## config.mk

```make
export PLATFORM = sky130hd
export DESIGN_NAME = rr_arbiter16_flat
export DESIGN_NICKNAME = d
export VERILOG_FILES = /design/src/rtl/arb_pkg.sv /design/src/rtl/rr_arbiter16_if.sv /design/src/rtl/prio_enc16.sv /design/src/rtl/rr_arbiter16.sv /design/src/flat_wrapper.sv
export SDC_FILE = /design/constraint.sdc
export NUM_CORES = 1
export LEC_CHECK = 0
export ABC_AREA = 1
export CAP_MARGIN = 20
export CORE_MARGIN = 1
export CORE_UTILIZATION = 53
export DETAILED_ROUTE_END_ITERATION = 8
export MAX_ROUTING_LAYER = met4
export PLACE_DENSITY = 0.86
export SKIP_LAST_GASP = 1
export SYNTH_ARGS = -nofsm -noshare
export SYNTH_HDL_FRONTEND = slang
export SYNTH_HIERARCHICAL = 1
export SYNTH_SLANG_ARGS = --single-unit
```

## constraint.sdc

```tcl
create_clock -name clk -period 2.95 [get_ports clk]
set_input_delay 0.885 -clock clk [delete_from_list [all_inputs] [get_ports clk]]
set_output_delay 0.885 -clock clk [all_outputs]
set_load 0.02 [all_outputs]
```

## src/rtl/arb_pkg.sv

```systemverilog
// Shared constants and helpers for the 16-way round-robin arbiter.
package arb_pkg;

    localparam int N_REQ = 16;
    localparam int IDX_W = 4;

    localparam logic [0:0] IDLE  = 1'b0;
    localparam logic [0:0] GRANT = 1'b1;

    function automatic logic [N_REQ-1:0] onehot16(input logic [IDX_W-1:0] idx);
        return 16'(1) << idx;
    endfunction

    // Bits at or above the round-robin pointer; used to find the next owner after ptr.
    function automatic logic [N_REQ-1:0] mask_ge(input logic [IDX_W-1:0] ptr);
        return 16'hFFFF << ptr;
    endfunction

endpackage

```

## src/rtl/rr_arbiter16_if.sv

```systemverilog
// Request/grant bundle between the requesters and the arbiter.
// The owner's release pulse is named grant_release because "release" is an SV keyword.
interface rr_arbiter16_if;

    logic                        en;
    logic [arb_pkg::N_REQ-1:0]   req;
    logic                        grant_release;
    logic [arb_pkg::N_REQ-1:0]   grant;
    logic [arb_pkg::IDX_W-1:0]   grant_idx;
    logic                        grant_valid;
    logic                        timeout;

    modport master (
        output en, req, grant_release,
        input  grant, grant_idx, grant_valid, timeout
    );

    modport slave (
        input  en, req, grant_release,
        output grant, grant_idx, grant_valid, timeout
    );

endinterface

```

## src/rtl/prio_enc16.sv

```systemverilog
// Lowest-set-bit priority encoder; idx=0 and valid=0 for an all-zero input.
module prio_enc16
    import arb_pkg::*;
(
    input  logic [N_REQ-1:0] vec,
    output logic [IDX_W-1:0] idx,
    output logic             valid
);

    always_comb begin
        idx   = '0;
        valid = 1'b0;
        for (int i = N_REQ - 1; i >= 0; i--) begin
            if (vec[i]) begin
                idx   = IDX_W'(i);
                valid = 1'b1;
            end
        end
    end

endmodule

```

## src/rtl/rr_arbiter16.sv

```systemverilog
// 16-requester round-robin arbiter with a registered grant held until release,
// request drop, or hold timeout.
//
//   state | meaning
//   IDLE  | no owner; arbitrate when en=1 and any req is set
//   GRANT | grant held; exit on release, owner drop, or hold_cnt==MAX_HOLD
module rr_arbiter16
    import arb_pkg::*;
#(
    parameter int MAX_HOLD = 255
) (
    input  logic          clk,
    input  logic          rst_n,
    rr_arbiter16_if.slave bus
);

    localparam logic [7:0] HOLD_LIM = 8'(MAX_HOLD);

    logic [0:0]       state;
    logic [IDX_W-1:0] ptr;
    logic [7:0]       hold_cnt;
    logic [N_REQ-1:0] grant_q;
    logic [IDX_W-1:0] grant_idx_q;
    logic             grant_valid_q;
    logic             timeout_q;

    logic [IDX_W-1:0] m_idx;
    logic             m_valid;
    logic [IDX_W-1:0] f_idx;
    logic             f_valid;
    logic [IDX_W-1:0] sel_idx;

    logic             rel_hit;
    logic             drop_hit;
    logic             hold_hit;

    prio_enc16 u_enc_masked (
        .vec   (bus.req & mask_ge(ptr)),
        .idx   (m_idx),
        .valid (m_valid)
    );

    prio_enc16 u_enc_full (
        .vec   (bus.req),
        .idx   (f_idx),
        .valid (f_valid)
    );

    // Nothing at or above ptr means wrap to the lowest requester overall.
    assign sel_idx  = m_valid ? m_idx : f_idx;

    assign rel_hit  = bus.grant_release;
    assign drop_hit = ~bus.req[grant_idx_q];
    assign hold_hit = (hold_cnt == HOLD_LIM);

    always_ff @(posedge clk or negedge rst_n) begin
        if (!rst_n) begin
            state         <= IDLE;
            ptr           <= '0;
            hold_cnt      <= '0;
            grant_q       <= '0;
            grant_idx_q   <= '0;
            grant_valid_q <= 1'b0;
            timeout_q     <= 1'b0;
        end else begin
            timeout_q <= 1'b0;
            case (state)
                IDLE: begin
                    if (bus.en && f_valid) begin
                        grant_q       <= onehot16(sel_idx);
                        grant_idx_q   <= sel_idx;
                        grant_valid_q <= 1'b1;
                        hold_cnt      <= 8'd1;
                        state         <= GRANT;
                    end
                end
                GRANT: begin
                    if (rel_hit || drop_hit || hold_hit) begin
                        grant_q       <= '0;
                        grant_idx_q   <= '0;
                        grant_valid_q <= 1'b0;
                        hold_cnt      <= '0;
                        ptr           <= grant_idx_q + 4'd1;
                        timeout_q     <= hold_hit && !rel_hit && !drop_hit;
                        state         <= IDLE;
                    end else if (hold_cnt != 8'hFF) begin
                        hold_cnt <= hold_cnt + 8'd1;
                    end
                end
                default: state <= IDLE;
            endcase
        end
    end

    assign bus.grant       = grant_q;
    assign bus.grant_idx   = grant_idx_q;
    assign bus.grant_valid = grant_valid_q;
    assign bus.timeout     = timeout_q;

endmodule
```

## src/flat_wrapper.sv

```systemverilog
// flat-port wrapper written by rule: the top's interface ports become plain ports
module rr_arbiter16_flat import arb_pkg::*;
#(
    parameter int MAX_HOLD = 255
)
  (clk, rst_n, bus_en, bus_req, bus_grant_release, bus_grant, bus_grant_idx, bus_grant_valid, bus_timeout);
  rr_arbiter16_if bus_i ();
  input  logic clk;
  input  logic rst_n;
  input wire logic [$bits(bus_i.en)-1:0] bus_en;
  input wire logic [$bits(bus_i.req)-1:0] bus_req;
  input wire logic [$bits(bus_i.grant_release)-1:0] bus_grant_release;
  output wire logic [$bits(bus_i.grant)-1:0] bus_grant;
  output wire logic [$bits(bus_i.grant_idx)-1:0] bus_grant_idx;
  output wire logic [$bits(bus_i.grant_valid)-1:0] bus_grant_valid;
  output wire logic [$bits(bus_i.timeout)-1:0] bus_timeout;
  assign bus_i.en = bus_en;
  assign bus_i.req = bus_req;
  assign bus_i.grant_release = bus_grant_release;
  assign bus_grant = bus_i.grant;
  assign bus_grant_idx = bus_i.grant_idx;
  assign bus_grant_valid = bus_i.grant_valid;
  assign bus_timeout = bus_i.timeout;
  rr_arbiter16 #(.MAX_HOLD(MAX_HOLD)) u_core (.clk(clk), .rst_n(rst_n), .bus(bus_i));
endmodule
```

==> metrics.yaml <==
power_mw: 2.42
finalClockSkew_ns: 0.00546
via_count: 2960
antenna_cells: 0
period_minus_slack_ns: 2.98
yosysUniqueCellTypes: 30
leakage_nw: 1.95
crit_buf_inv: 5
start_util: 0.554
drc_errors: 0
cp_top_family: "simple AND/OR/NAND/NOR gates"
grt_use_met2: 0.485
area_growth_pct: 43.8
required_ns: 3.17
cpPeakStageDelay_ns: 0.43
tightestPinTransition_ns: 0.438
chipHeight_um: 69.7
avgSynthCellArea_sq_um: 6.46
reg2reg_from: "u_core/ptr[3]"
synthesis.area_sq_um: 2430
cts.path.max_buffers: 2
first_pass_iters: 5
rr_worst_depth: 12
place_area_sq_um: 3190
vias_per_cell: 5.66
cts-htree-levels: 2
grt_pass1_vias: 2574
slew_headroom: 0.708
finalHoldViolations: 0
outcome: "finished, violations left"
postRouteAntennaNets: 0
clkLatencyLatePin_ns: 0.28
pre_cts_ws_ns: -0.448
hpwl_um: 5010
whs_ns: 0.509
gp_congestion: 0.957
cts_buffers: 5
crit_path_end_kind: "flop"
syn_nets: 398
worstPathMaxFanout: 7
critPathArrivalTime_ns: 3.19
r2r-end: "u_core/bus.grant[12]"
globalRouteMet1Util: 0.402
critical_path.startpoint: "bus_req[4]"
die_x_um: 69.7
fin_crit_sh: 1.01
ys_warn_count: 6
grt_max_degree: 36
synth_cells: 376
crit_path_top_delay_cell: "clkdlybuf4s50_1"
fill_cells: 279
core_area_sq_um: 4380
gr-usage-met3: 0.0552
cts_sinks: 35
setup_viol_count_final: 3
ff2ff_setup_slack_ns: 0.21
cts_tree: "built"
finish.instance_area_sq_um: 3490
antenna_found_initial: 0
final_nets: 493
path_clk_slew_ns: 0.07
grtUsageTotal: 0.306
cts_hold_buf: 0
ys_seq_area_frac: 0.360
fp-row-count: 24
wl_um: 8320
root_buffer: "clkbuf_8"
critPathKind: "primary input to flop"
slew_viol_final: 0
drt-initial-drc-count: 362
drive_gt1_frac: 0.242
fin_ws_ns: -0.0286
io_buffers: 41
io_pins: 42
yosys_register_bits: 35
top_usage_layer: "met2"
tns_ns: -0.0441
powerDensity_nw_per_um2: 692
crit_cells: 15
grt_pass1_wl_um: 11600
setup.worst_path.end: "u_core/bus.grant[12]"
ir_drop_mv: 0.532
die_area_sq_um: 4860
overflow: 0
fmax_mhz: 336
route.detailed.wl_per_inst_um: 15.9
maxCapViolCount: 0
path_cells: "clkdlybuf4s50_1 > inv_1 > nor3_2 > nor2_2 > nand3_2 > buf_4 > nor3_1 > inv_1 > nand2_1 > o21ai_0 > nor2_1 > inv_1 > nor2_4 > nand2_1 > nand2_1"
crit_path_start_kind: "primary input"
holdCritPathClass: "flop to flop"
violations: "setup timing"
## metal layers
layer	share of wire	vias up
li1	-	1354
met5	0	-
met2	0.49	214
met4	0.032	0
met1	0.39	1354
met3	0.094	38
## placed cells by master (no fill, tap or decap), drive strengths merged
cell type      Yosys  final
nand4              4      4
buf                6     54
nand2            112    112
nor2              33     33
inv               74     74
clkbuf             1      6
a21oi             12     12
o211ai             1      1
nor4               3      3
nand3             52     52
ha                 2      2
clkinv             0      1
dfrtp             35     35
nor3              13     13
o21ai             15     15
and3               1      1
nand3b             2      2
clkdlybuf4s50      0     33
xor2               4      4
or2                2      2
xnor2              4      4
dlymetal6s2s       0      8
## Yosys cell counts, drive strengths merged
master  number  share of area
nand2      112           0.18
inv         74           0.11
nand3       52           0.11
dfrtp       35           0.36
nor2        33          0.052
o21ai       15          0.032
nor3        13          0.027
a21oi       12          0.028
buf          6          0.019
nand4        4          0.010
xnor2        4          0.014
xor2         4          0.014
nor4         3         0.0077
ha           2          0.010
nand3b       2          0.011
or2          2         0.0051
and3         1         0.0026
clkbuf       1         0.0015
o211ai       1         0.0031
## worst min-delay path: cells and delay by family (launching register included)
kind,cells,cell delay [ns]
DFF,1,0.35
and+or+nand+nor,2,0.12
## worst min-delay path by stage
stage,slack (ns),start,to,depth (start not counted)
4_1_cts,0.51,u_core/bus.grant[14],u_core/bus.grant[14],2
5_1_grt,0.53,u_core/bus.grant[1],u_core/bus.grant[1],2
2_1_floorplan,0.48,u_core/ptr[0],u_core/ptr[0],2
6_report,0.51,u_core/bus.grant[1],u_core/bus.grant[1],2
3_5_place_dp,0.49,u_core/bus.grant[14],u_core/bus.grant[14],2
3_3_place_gp,0.48,u_core/bus.grant[3],u_core/bus.grant[3],2
## metrics by stage
stage / std cells / utilization
floorplan: 376 / -
global route: 523 / 0.797
global placement: 507 / 0.728
detailed placement: 507 / 0.728
CTS: 517 / 0.760
finish: 523 / 0.797
## sequential cells by signal, indices dropped and copies added, names as in the netlist
name                    count
u_core/bus.grant           16
u_core/bus.grant_idx        4
u_core/bus.grant_valid      1
u_core/bus.timeout          1
u_core/hold_cnt             8
u_core/ptr                  4
u_core/state                1
## power breakdown
part	internal (mW)	switching, mW	total (mW)
combinational	0.555	0.828	1.38
clock	0.183	0.167	0.350
sequential	0.574	0.112	0.687
total	1.31	1.11	2.42
## cell type report
class	instances	area (sq um)	area share
inverter	74	278	0.0795
clock inverter	1	5.00	0.00143
clock buffer	6	82.6	0.0236
sequential	35	876	0.251
timing repair buffer	95	843	0.241
multi-input combinational	260	1350	0.385
tap	52	65.1	0.0186
## logic make-up (layout without fill, tap and decap cells)
kind of cell | after synthesis | count (layout) | synth area share
DFF | 35 | 35 | 0.360
xor gates and xnor gates | 8 | 8 | 0.0288
and+or+nand+nor | 222 | 222 | 0.402
AOI/OAI and AO/OA | 28 | 28 | 0.0633
adders and majority gates | 2 | 2 | 0.0103
buffers and inverters | 81 | 176 | 0.135
## timing repair
action / 4_1_cts / 5_1_grt
buffers inserted: 3 / 6
resized for setup: 9 / 40
endpoints found under the hold margin: 0 / 0
setup endpoints to repair: 13 / 17
pin swaps: 2 / 11
Power figures use the tool's default switching activity.
